--- config.mk ---
export PLATFORM = sky130hd
export DESIGN_NAME = jtag_idcode_reader
export DESIGN_NICKNAME = d
export VERILOG_FILES = /design/src/rtl/jtag_idcode_reader.sv
export SDC_FILE = /design/constraint.sdc
export NUM_CORES = 1
export LEC_CHECK = 0
export BUFFER_PORTS_ARGS = -buffer_cell sky130_fd_sc_hd__buf_2
export CAP_MARGIN = 40
export CORE_MARGIN = 2
export CORE_UTILIZATION = 51
export CTS_BUF_LIST = sky130_fd_sc_hd__clkbuf_2 sky130_fd_sc_hd__clkbuf_4 sky130_fd_sc_hd__clkbuf_8
export DETAILED_ROUTE_END_ITERATION = 6
export HOLD_SLACK_MARGIN = 0.03
export PLACE_DENSITY = 0.71
export SETUP_SLACK_MARGIN = 0.5
export SYNTH_ARGS = -nofsm -noshare
export SYNTH_HDL_FRONTEND = slang
export SYNTH_SLANG_ARGS = --single-unit
--- constraint.sdc ---
create_clock -name clk -period 2.51 [get_ports clk]
set_clock_uncertainty 0.05 [all_clocks]
set_input_delay 0.1255 -clock clk [delete_from_list [all_inputs] [get_ports clk]]
set_output_delay 0.1255 -clock clk [all_outputs]
set_load 0.005 [all_outputs]
--- src/rtl/jtag_idcode_reader.sv ---
// Host-side JTAG initiator: forces the target TAP through Test-Logic-Reset,
// shifts out the 32-bit IDCODE and returns the TAP to Run-Test/Idle.
module jtag_idcode_reader #(
  parameter int CLK_DIV = 2
) (
  input  logic        clk,
  input  logic        TRST,
  input  logic        start,
  input  logic        tdo,
  output logic        tck,
  output logic        tms,
  output logic        tdi,
  output logic        busy,
  output logic        done,
  output logic [31:0] idcode,
  output logic        id_valid
);

  // state   | meaning
  // IDLE    | waiting for start, tck parked low
  // RESET   | 5 TCK periods tms=1 -> Test-Logic-Reset
  // NAV     | 4 TCK periods tms=0,1,0,0 -> Shift-DR
  // SHIFT   | 32 TCK periods, tdo sampled on rising tck, tms=1 on the last
  // EXIT    | 2 TCK periods tms=1,0 -> Update-DR, Run-Test/Idle
  // DONE    | one clk: publish idcode/id_valid, pulse done
  typedef enum logic [2:0] {
    S_IDLE, S_RESET, S_NAV, S_SHIFT, S_EXIT, S_DONE
  } state_t;

  localparam int DW = (CLK_DIV > 1) ? $clog2(CLK_DIV) : 1;

  state_t        state, state_nxt, adv_state;
  logic [DW-1:0] div_cnt, div_nxt;
  logic [5:0]    bit_cnt, bit_nxt, last_cnt;
  logic [31:0]   sr, sr_nxt, idcode_nxt;
  logic          tck_nxt, tms_nxt, tdi_nxt, busy_nxt, done_nxt, valid_nxt;
  logic          phase_end, tck_rise, tck_fall;

  // TMS value driven during period n of a state
  function automatic logic tms_for(input state_t s, input logic [5:0] n);
    case (s)
      S_NAV:   return (n == 6'd1);
      S_SHIFT: return (n == 6'd31);
      S_EXIT:  return (n == 6'd0);
      default: return 1'b1;
    endcase
  endfunction

  assign phase_end = (div_cnt == DW'(CLK_DIV - 1));
  assign tck_rise  = phase_end && !tck;
  assign tck_fall  = phase_end && tck;

  always_comb begin
    adv_state = S_DONE;
    last_cnt  = 6'd0;
    case (state)
      S_RESET: begin adv_state = S_NAV;   last_cnt = 6'd4;  end
      S_NAV:   begin adv_state = S_SHIFT; last_cnt = 6'd3;  end
      S_SHIFT: begin adv_state = S_EXIT;  last_cnt = 6'd31; end
      S_EXIT:  begin adv_state = S_DONE;  last_cnt = 6'd1;  end
      default: begin adv_state = S_DONE;  last_cnt = 6'd0;  end
    endcase
  end

  always_comb begin
    state_nxt  = state;
    div_nxt    = div_cnt;
    bit_nxt    = bit_cnt;
    sr_nxt     = sr;
    idcode_nxt = idcode;
    tck_nxt    = tck;
    tms_nxt    = tms;
    tdi_nxt    = tdi;
    busy_nxt   = busy;
    done_nxt   = 1'b0;
    valid_nxt  = id_valid;
    case (state)
      S_IDLE: begin
        if (start) begin
          state_nxt  = S_RESET;
          busy_nxt   = 1'b1;
          idcode_nxt = '0;
          sr_nxt     = '0;
          tms_nxt    = 1'b1;
          tdi_nxt    = 1'b1;
          tck_nxt    = 1'b0;
          div_nxt    = '0;
          bit_nxt    = '0;
        end
      end
      S_RESET, S_NAV, S_SHIFT, S_EXIT: begin
        div_nxt = phase_end ? '0 : div_cnt + DW'(1);
        if (phase_end)
          tck_nxt = ~tck;
        if (tck_rise && state == S_SHIFT)
          sr_nxt = {tdo, sr[31:1]};
        // period boundary: advance counter/state and present the next tms
        if (tck_fall) begin
          if (bit_cnt == last_cnt) begin
            state_nxt = adv_state;
            bit_nxt   = '0;
            tms_nxt   = tms_for(adv_state, 6'd0);
          end else begin
            bit_nxt = bit_cnt + 6'd1;
            tms_nxt = tms_for(state, bit_cnt + 6'd1);
          end
        end
      end
      S_DONE: begin
        state_nxt  = S_IDLE;
        idcode_nxt = sr;
        valid_nxt  = sr[0] && (sr != 32'hFFFF_FFFF);
        done_nxt   = 1'b1;
        busy_nxt   = 1'b0;
        tms_nxt    = 1'b1;
        tck_nxt    = 1'b0;
        div_nxt    = '0;
        bit_nxt    = '0;
      end
      default: state_nxt = S_IDLE;
    endcase
  end

  always_ff @(posedge clk or negedge TRST) begin
    if (!TRST) begin
      state    <= S_IDLE;
      div_cnt  <= '0;
      bit_cnt  <= '0;
      sr       <= '0;
      idcode   <= '0;
      tck      <= 1'b0;
      tms      <= 1'b1;
      tdi      <= 1'b1;
      busy     <= 1'b0;
      done     <= 1'b0;
      id_valid <= 1'b0;
    end else begin
      state    <= state_nxt;
      div_cnt  <= div_nxt;
      bit_cnt  <= bit_nxt;
      sr       <= sr_nxt;
      idcode   <= idcode_nxt;
      tck      <= tck_nxt;
      tms      <= tms_nxt;
      tdi      <= tdi_nxt;
      busy     <= busy_nxt;
      done     <= done_nxt;
      id_valid <= valid_nxt;
    end
  end

endmodule

After elaboration in Yosys (flattened, before gate mapping):

Cells that the tools add are included.

* register bits: 79
* bits of input ports: 4
* output and inout bits: 38
* word-level logic and storage cells: 74

* add/subtract/negate cells: 2
* eq/ne operators: 16
* mux-type cells: 27
* bitwise operators: 1
* reduce and logical (&&, ||, !) cells: 18

Operators with widths (count)
* one-hot mux 32 bit (2 select lines): 2
* 2-to-1 mux 32 bit: 2
* inequality test 32 bit, second input constant: 1
* one-hot mux 5 bit (4 select lines): 1
* 2-to-1 mux 6 bit: 3
* one-hot mux 6 bit (3 select lines): 1
* == test 3 x 2 -> 1 bit, second input constant: 4
* one-hot mux 1 bit (3 select lines): 4
* AND reduction 3 bit: 4
* inequality test 2 bit, second input constant: 5
* 2-to-1 mux 3 bit: 3
* one-hot mux 3 bit (3 select lines): 1
* 2-to-1 mux 1 bit: 8
* adder 6 x 1 -> 6 bit, second input constant: 1
* == test 3 bit, second input constant: 2
* == test 6 x 1 -> 1 bit, second input constant: 1
* == test 6 x 5 -> 1 bit, second input constant: 1
* == test 6 bit: 1
* logical NOT 6 bit: 1
* one-hot mux 3 bit (2 select lines): 1
* logical AND 1 bit: 4
* AND reduction 2 bit: 2
* nonzero test 2 bit: 2
* OR reduction 4 bit: 1
* 8 further kinds: 8

Longest topological paths before layout:

Gate-level depths: netlist (run 1).

* depth in word-level cells: 8
* mapped depth: 8
* depth with buffers taken out: 7

Worst setup path after synthesis (run 1):

OpenSTA, ideal clock, no wires.

* kind: flip-flop to flip-flop
* start point: reg state[2]
* end point: reg bit_cnt[0]
* setup time: 125 ps
* arrival: 1702 ps
* required time: 2335 ps
* setup slack: 634 ps
* cell stages (with the launch flop): 8
* path buffers: 1
* clock period less this slack: 1876 ps
* path through: dfrtp_1 > buf_6 > nor2b_4 > xnor2_1 > o211ai_1 > o31ai_4 > nor2_2 > mux2_2

* word-level cells in the longest chain between the ends: 6
* elaborated cells on any way between the ends: 16
* those cells by class: eq/ne: 8; mux: 4; reduce/logical: 4

Ends and longest elaborated chain
* start, declared: RTL line 32 `state_t state, state_nxt, adv_state;`
* start signal, assigned: RTL line 138 `state <= state_nxt;`
* == test 3 bit (tied with other cells): RTL line 56, 77
* one-hot mux 5 bit (4 select lines): RTL line 56 `case (state)`
* == test 6 bit: RTL line 99 `if (bit_cnt == last_cnt) begin`
* 2-to-1 mux 6 bit: RTL line 99
* 2-to-1 mux 6 bit: RTL line 98 `if (tck_fall) begin`
* one-hot mux 6 bit (3 select lines): RTL line 77 `case (state)`
* end signal, assigned: RTL line 140 `bit_cnt <= bit_nxt;`
* end, declared: RTL line 34 `logic [5:0] bit_cnt, bit_nxt, last_cnt;`

Several ways; a longest one is shown, not always the timed one. The select of a mux whose other input is x is not followed.
A chain may end at the register's enable or synchronous reset.

Final worst setup path (run 1):

* start point: reg state[1]
* end point: reg bit_cnt[0]

Same word-level chain as after synthesis.

==> qor_table.md, run 1 <==
| Quantity | Value | Unit |
|---|---|---|
| Run status | finished, final reports clean | - |
| Cell-internal power | 2.51 | mW |
| Clock sinks | 79 | - |
| Maximum operating frequency | 511 | MHz |
| Wirelength per Cell | 15.4 | um |
| Actual transition at the worst max-transition pin | 0.572 | ns |
| Maximum fanout along the worst path | 10 | - |
| Fraction of post-synthesis cell area in the top cell type by area | 0.554 | - |
| Number of slew-limit violations in the final report | 0 | - |
| Adder-cell share of the synthesized area | 0.00710 | - |
| Total Negative Setup Slacks | 0 | ns |
| Switching power | 1.60 | mW |
| Number of max-cap violations | 0 | - |
| Number of enable-type register cells in the synthesized netlist | 0 | - |
| Portion of total power attributed to sequential cells | 0.382 | - |
| Antenna Nets Post-Route | 0 | - |
| Logic gate share of total power | 0.373 | - |
| Dominant cell type by area after synthesis | dfrtp_1 | - |
| Synthesized area per cell | 10.1 | um2 |
| Iteration-0 DRC Markers | 177 | - |
| Clock root buffer master | clkbuf_8 | - |
| Dominant combinational cell family by area after synthesis | compound AO/OA/AOI/OAI gates | - |
| Share of the yosys chip area belonging to registers | 0.561 | - |
| Maximum number of pins on one net before global-route repair | 65 | - |
| Max transition margin | 0.617 | - |
| Number of primary I/O pins | 42 | - |
| CTS HTree Levels | 3 | - |
| Compound-cell area share of the yosys netlist | 0.203 | - |
| Gate Count Post-Synth | 350 | - |
| Ant. Diodes | 0 | - |
| Rows | 30 | - |
| Nets in the synthesized netlist | 356 | - |
| Final-report setup violation count | 0 | - |
| Post-synthesis to final-layout area growth | 20.2 | % |
| First-pass GRT wire length | 12,500 | um |
| Cell types with the largest area share after synthesis | dfrtp_1, a22o_1, nand2_1 | - |
| Total number of nets in the final design | 407 | - |
| Port Buffer Count | 40 | - |
| Fraction of final layout cells sized beyond drive strength 1 | 0.254 | - |
| Non-filler cells, final | 486 | - |
| Clock Pin Slew Worst Setup and Hold Paths | 0.09 | ns |
| Tightest hold margin | 0.171 | ns |
| Num CTS Buffers | 9 | - |
| Class of the most critical setup path | flop to flop | - |
| Clock tree buffer depth | 2 | - |
| CORE AREA | 0.00676 | mm2 |
| Highest ir drop seen on vdd | 0.594 | mV |
| Final cell utilization of the core | 0.627 | - |
| Power density over the cells | 969 | mW/mm2 |
| Leakage power total | 1.98 | nW |
| Multi-input combinational cell area | 0.00147 | mm2 |
| GRT Residual Overflow | 0 | - |
| Number of endpoints with negative hold slack in the final report | 0 | - |
| Insertion delay to the later sink of the worst-skew pair | 0.35 | ns |
| Via count of the first global-routing pass | 2,623 | - |
| Clock tree from TritonCTS | built | - |
| Number of antenna violations at the first check in global routing | 0 | - |
| Estimated wirelength of the detail-placed design | 4780 | um |
| Startpoint type of the worst setup path | flop | - |
| Period Utilization, post-route | 0.779 | - |
| Setup WS post-layout | 0.554 | ns |
| Detailed-route DRC error count | 0 | - |
| Post-synthesis instance area | 0.00352 | mm2 |
| Via density | 5.70 | - |
| Critical path data required time | 2.70 | ns |
| Most common library cells after synthesis | dfrtp_1, nand2_1, o21ai_0 | - |
| Fill cell instance count of the final layout | 542 | - |
| Number of cells after detailed placement | 456 | - |
| Data arrival at the endpoint of the critical path | 2.15 | ns |
| Via Count | 2,769 | - |
| Die area | 0.00759 | mm2 |
| DIE HEIGHT | 87.1 | um |
| Crit. End Element | flop | - |
| Xor and xnor fraction of the mapped netlist area | 0.0224 | - |
| Most used flip-flop cell after synthesis | dfrtp_1 | - |
| Horizontal die dimension | 87.1 | um |
| Path category of the worst min-delay check | primary input to asynchronous set/reset pin | - |
| Gpl congestion | 0.885 | - |
| Net switching share of the total power | 0.389 | - |
| Shortest period the worst path allows | 1.96 | ns |
| Sequential cell area | 0.00198 | mm2 |
| Post-synthesis share of cell area spent on and, or, nand and nor gates | 0.158 | - |
| Global router's overall resource usage | 0.211 | - |
| Clk pwr share | 0.245 | - |
| Routed WL | 7500 | um |
| Number of register bits inferred by synthesis | 79 | - |
| Drt pass-1 iters | 4 | - |
| Ys async rst share | 1.00 | - |
| Initial standard-cell utilization of the core | 0.522 | - |
| Unrepaired setup endpoints after global routing | false | - |
| Pre-CTS setup slack | 0.338 | ns |
| Synthesis Warnings | 0 | - |
| Count of distinct cell types in the synthesized netlist | 46 | - |
| Proportion of synthesized area in mux cells | 0.00319 | - |
-- final cells by class --
cell class	count	share of cell area
clock inverter	6	0.0177
multi-input combinational	238	0.347
sequential	79	0.468
tap	80	0.0236
inverter	9	0.00797
clock buffer	10	0.0325
timing repair buffer	64	0.103
-- routing by layer --
layer,global-route usage,wire length (um),up-vias
met5,0,0,-
met2,0.337,3620,62
met3,0.0379,221,18
met4,0.0839,139,0
met1,0.286,3530,1345
li1,-,-,1344
-- final timing paths --
kind / startpoint / endpoint / slack [ns] / cells past startpoint
max: state[1] / bit_cnt[0] / 0.55 / 7
min in group clk: start / busy / 0.23 / 5
min reg2reg: idcode[27] / idcode[27] / 0.44 / 1
min: TRST / idcode[1] / 0.17 / 2
max reg2reg: state[1] / bit_cnt[0] / 0.55 / 7
max in group asynchronous: TRST / idcode[9] / 1.68 / 3
-- through the flow --
stage,instance area [um2],total power [mW]
2_1_floorplan,3520,2.50
3_3_place_gp,3820,2.81
3_5_place_dp,3850,2.85
4_1_cts,4130,3.95
5_1_grt,4240,4.34
6_report,4240,4.11
-- critical path, stage by stage (launching register included) --
cell and delay [ns]:
dfrtp_2 0.44, buf_4 0.21, nor3b_1 0.07, nor3_1 0.22, a41oi_2 0.11, o31ai_4 0.42
nor2_2 0.07, mux2_2 0.26
-- sequential cells by signal, summed over array words and instances (netlist names) --
name      cells
bit_cnt       6
busy          1
div_cnt       1
done          1
id_valid      1
idcode       32
sr           32
state         3
tck           1
tms           1
-- logic make-up (layout without fill, tap and decap cells) --
kind of cell	after synthesis	after routing
XOR/XNOR	9	9
other	1	1
multiplexers	1	1
AO/OA/AOI/OAI	101	102
flip-flops	79	79
adder cells (fa/ha/maj)	2	2
buffers and inverters	34	89
AND/OR/NAND/NOR	123	123
-- power by group through the flow --
stage	logic, mW	registers, mW	clock network [mW]
after floorplan	0.979	1.52	0
after global routing	1.68	1.59	1.07
final	1.53	1.57	1.01
after detailed placement	1.24	1.61	0
after CTS	1.34	1.59	1.02
after global placement	1.21	1.60	0
-- cell usage in the layout, fill, tap and decap left out, drive strengths merged, types with 3 or more instances in the layout --
cell type,netlist,routed
nand4,9,9
nor2b,3,3
o31ai,5,6
clkbuf,17,10
a21oi,7,7
xnor2,6,6
nor2,12,12
nand3,8,8
buf,8,62
nand2,78,78
a22o,35,35
o21ai,42,42
xor2,3,3
nor3,3,3
nor4,4,4
inv,8,12
dfrtp,78,78
-- repair_timing --
| item | in CTS | in global routing |
|---|---|---|
| pin swaps | 1 | 3 |
| hold buffers | 2 | 0 |
| setup buffers | 1 | 10 |
| resized for setup | 5 | 8 |
| gates cloned | 1 | 0 |
| endpoints found under the hold margin | 80 | 0 |
| endpoints found under the setup margin | 26 | 30 |
(Power assumes the default switching activity.)
==> run 2, diff against run 1 <==
- ABC_AREA: not set -> 1
- clock period: 2.51 -> 2.04 ns (I/O delays scaled with it)
==> run 2 against run 1 <==
Effect of this change:
- sequential share of layout area fell by 2.4 points
- die area fell by 0.54%
- area after synthesis fell by 0.57%
- combinational power rose to 2.6 times the previous value
- wire length rose by 15%
- worst hold slack improved by 0.011 ns
- core utilization rose by 3.7 points
- fmax rose by 13%
- sequential power rose by 53%
- global-route usage rose by 1.2 points
- flip-flop and latch count did not move
- clock power rose by 15%
- largest cell class unchanged
==> qor_table.md, run 2 <==
| Quantity | Value | Unit | Change |
|---|---|---|---|
| Most common cell in the netlist | dfrtp_1 | - |  |
| Most used flip-flop cell after synthesis | dfrtp_1 | - |  |
| Run status | finished, final reports clean | - |  |
| Number of register bits inferred by synthesis | 79 | - | unchanged |
| Synthesized area per cell | 8.89 | um2 | -12% |
| Wirelength per Cell | 15.9 | um | +2.9% |
| Horizontal die dimension | 86.9 | um | -0.27% |
| Clock sinks | 79 | - | unchanged |
| Most used routing layer | met2 | - |  |
| Synthesis Warnings | 0 | - | unchanged |
| Via Count | 3,029 | - | +9.4% |
| Peak per-stage delay on the critical path | 0.51 | ns | +0.07 ns |
| CTS HTree Levels | 3 | - | unchanged |
| Period Utilization, post-route | 0.852 | - | +0.0729 |
| Leakage power total | 2.14 | nW | +7.8% |
| Number of enable-type register cells in the synthesized netlist | 0 | - | unchanged |
| Post-synthesis to final-layout area growth | 27.4 | % |  |
| Cell with the biggest individual delay on the critical path | dfrtp_2 | - |  |
| DIE HEIGHT | 86.9 | um | -0.27% |
| Unrepaired setup endpoints after global routing | true | - |  |
| Initial standard-cell utilization of the core | 0.522 | - | about the same |
| Fraction of post-synthesis cell area in the top cell type by area | 0.557 | - | +0.00316 |
| Data arrival at the endpoint of the critical path | 1.97 | ns | -0.18 ns |
| Final cell utilization of the core | 0.665 | - | +0.0374 |
| Worst Path Buf+Inv | 3 | - | +2 |
| Maximum fanout along the worst path | 6 | - | -4 |
| Antenna Nets Post-Route | 0 | - | unchanged |
| Total Negative Setup Slacks | 0 | ns | unchanged |
| Gpl congestion | 0.857 | - | -3.2% |
| CORE AREA | 0.00672 | mm2 | -0.56% |
| Clock root buffer master | clkbuf_8 | - |  |
| Nets in the synthesized netlist | 400 | - | +12% |
| Crit. End Element | flop | - |  |
| Share of the yosys chip area belonging to registers | 0.564 | - | +0.00321 |
| Startpoint type of the worst setup path | flop | - |  |
| Number of slew-limit violations in the final report | 0 | - | unchanged |
| Port Buffer Count | 40 | - | unchanged |
| Power density over the cells | 1690 | mW/mm2 | +74% |
| Destination of the worst register-to-register timing path | bit_cnt[4] | - |  |
| Path category of the worst min-delay check | primary input to asynchronous set/reset pin | - |  |
| Most common library cells after synthesis | dfrtp_1, nand3_1, o21ai_0 | - |  |
| Ys async rst share | 1.00 | - | unchanged |
| Slack of the worst reg-to-reg path | 0.30 | ns | -0.25 ns |
| Die area | 0.00755 | mm2 | -0.54% |
| Dominant cell type by area after synthesis | dfrtp_1 | - |  |
| Source of the worst register-to-register timing path | state[2] | - |  |
| Cell types with the largest area share after synthesis | dfrtp_1, nand3_1, o21ai_0 | - |  |
| Maximum operating frequency | 575 | MHz | +13% |
| Total number of nets in the final design | 463 | - | +14% |
| Drt pass-1 iters | 4 | - | unchanged |
| Iteration-0 DRC Markers | 206 | - | +16% |
| Total power draw | 7.55 | mW | +84% |
| Count of distinct cell types in the synthesized netlist | 30 | - | -35% |
| Top flop regs | idcode (32), sr (32), bit_cnt (6) | - |  |
| Number of endpoints with negative hold slack in the final report | 0 | - | unchanged |
| Top delay family on crit path | simple AND/OR/NAND/NOR gates | - |  |
| Most frequent cells in the layout | dfrtp_1, nand3_1, inv_1 | - |  |
| Final-report setup violation count | 0 | - | unchanged |
| Routed WL | 8610 | um | +15% |
| Number of antenna violations at the first check in global routing | 0 | - | unchanged |
| Met2 global-route usage | 0.362 | - | +0.0250 |
| Detailed-route DRC error count | 0 | - | unchanged |
| Number of max-cap violations | 0 | - | unchanged |
| Maximum number of pins on one net before global-route repair | 47 | - | -28% |
| First-pass GRT wire length | 13,100 | um | +4.2% |
| Estimated wirelength of the detail-placed design | 5050 | um | +5.6% |
| Class of the most critical setup path | flop to flop | - |  |
| Clock tree from TritonCTS | built | - |  |
| Gate Count Post-Synth | 394 | - | +13% |
| Post-synthesis instance area | 0.00350 | mm2 | -0.57% |
| Via count of the first global-routing pass | 2,807 | - | +7.0% |
| Via density | 5.59 | - | -1.9% |
| Leading cell type in the layout, fill and taps excluded | dfrtp_1 | - |  |
| Ant. Diodes | 0 | - | unchanged |
| Clock Pin Slew Worst Setup and Hold Paths | 0.09 | ns | about the same |
| Insertion delay to the later sink of the worst-skew pair | 0.36 | ns | about the same |
| Fraction of met3 tracks used by global routing | 0.0502 | - | +0.0123 |
| Met1 Usage GRT | 0.292 | - | +0.00638 |
| Number of primary I/O pins | 42 | - | unchanged |
| Rows | 30 | - | unchanged |
| Clock tree buffer depth | 2 | - | unchanged |
| Shortest period the worst path allows | 1.74 | ns | -0.218 ns |
| GRT Residual Overflow | 0 | - | unchanged |
| Setup WS post-layout | 0.301 | ns | -0.252 ns |
| Highest ir drop seen on vdd | 0.910 | mV | +53% |
| Global router's overall resource usage | 0.223 | - | +0.0125 |
| Logic depth of the worst register-to-register path | 10 | - | +3 |
| Fraction of final layout cells sized beyond drive strength 1 | 0.288 | - | +0.0342 |
| Tightest hold margin | 0.182 | ns | +0.0113 ns |
| Num CTS Buffers | 9 | - | unchanged |
| Critical path data required time | 2.27 | ns | -0.43 ns |
| Pre-CTS setup slack | 0.238 | ns | -0.0996 ns |
| Cells traversed along the worst timing path | clkinvlp_4 > nand3b_1 > nand2_2 > inv_1 > nand2_4 > nor2_4 > nand3_4 > inv_2 > nand2_1 > o21ai_1 | - |  |
run 2: cell types whose count changed after synthesis, moves of 5 or more:
cell	change
a22o_1	-35
clkbuf_1	-7
inv_1	+43
nand2_1	-29
nand3_1	+66
o21ai_0	+27
xnor2_1	-5
run 2: report_power, final:
part           internal [mW]  total (mW)  switching (mW)
Combinational           1.71        3.98            2.27
Sequential              2.04        2.40           0.365
Clock                  0.567        1.16           0.596
run 2: layer usage:
layer / share of wire / wire length [um]
met5: 0 / 0
met4: 0.013 / 111
met3: 0.048 / 416
met2: 0.51 / 4360
met1: 0.43 / 3720
run 2: stage by stage:
step,cell area (um2),cells
final,4470,542
after global routing,4470,542
after CTS,4260,534
after detailed placement,3820,501
after floorplan,3530,394
after global placement,3820,501
run 2: worst reg2reg max path, stage by stage (launching register included):
cell	delay [ns]
dfrtp_2	0.51
clkinvlp_4	0.14
nand3b_1	0.18
nand2_2	0.10
inv_1	0.10
nand2_4	0.06
nor2_4	0.19
nand3_4	0.13
inv_2	0.08
nand2_1	0.04
o21ai_1	0.07
run 2: how the worst max path moves through the flow:
stage	from	cells after the start	to
2_1_floorplan	state[0]	12	bit_cnt[4]
3_3_place_gp	state[2]	10	state[1]
3_5_place_dp	state[2]	10	state[2]
4_1_cts	state[1]	7	sr[31]
5_1_grt	state[1]	12	state[2]
6_report	state[2]	10	bit_cnt[4]
run 2: cell families after synthesis:
logic type,after synthesis,share of synthesized area
AOI/OAI and AO/OA,78,0.117
DFF,79,0.564
other,1,0.00107
buffers and inverters,72,0.0839
xor gates and xnor gates,2,0.00500
and+or+nand+nor,160,0.222
adders and majority gates,2,0.00714
run 2: layout make-up:
cell class / instances / area [um2]
fillers: 504 / 2250
flip-flops and latches: 79 / 1980
multi-input cells: 243 / 1380
repair buffers: 72 / 601
inverters: 51 / 199
clock buffers: 9 / 124
well taps: 80 / 100
clock inverters: 7 / 71.3
repair inverters: 1 / 7.51
run 2: what timing repair did:
item | 4_1_cts | 5_1_grt
pin swaps | 3 | 9
buffers inserted | 13 | 3
gates resized for setup | 26 | 47
hold buffers | 2 | 0
endpoints found under the setup margin | 77 | 77
hold endpoints to repair | 34 | 0
cloned | 2 | 5
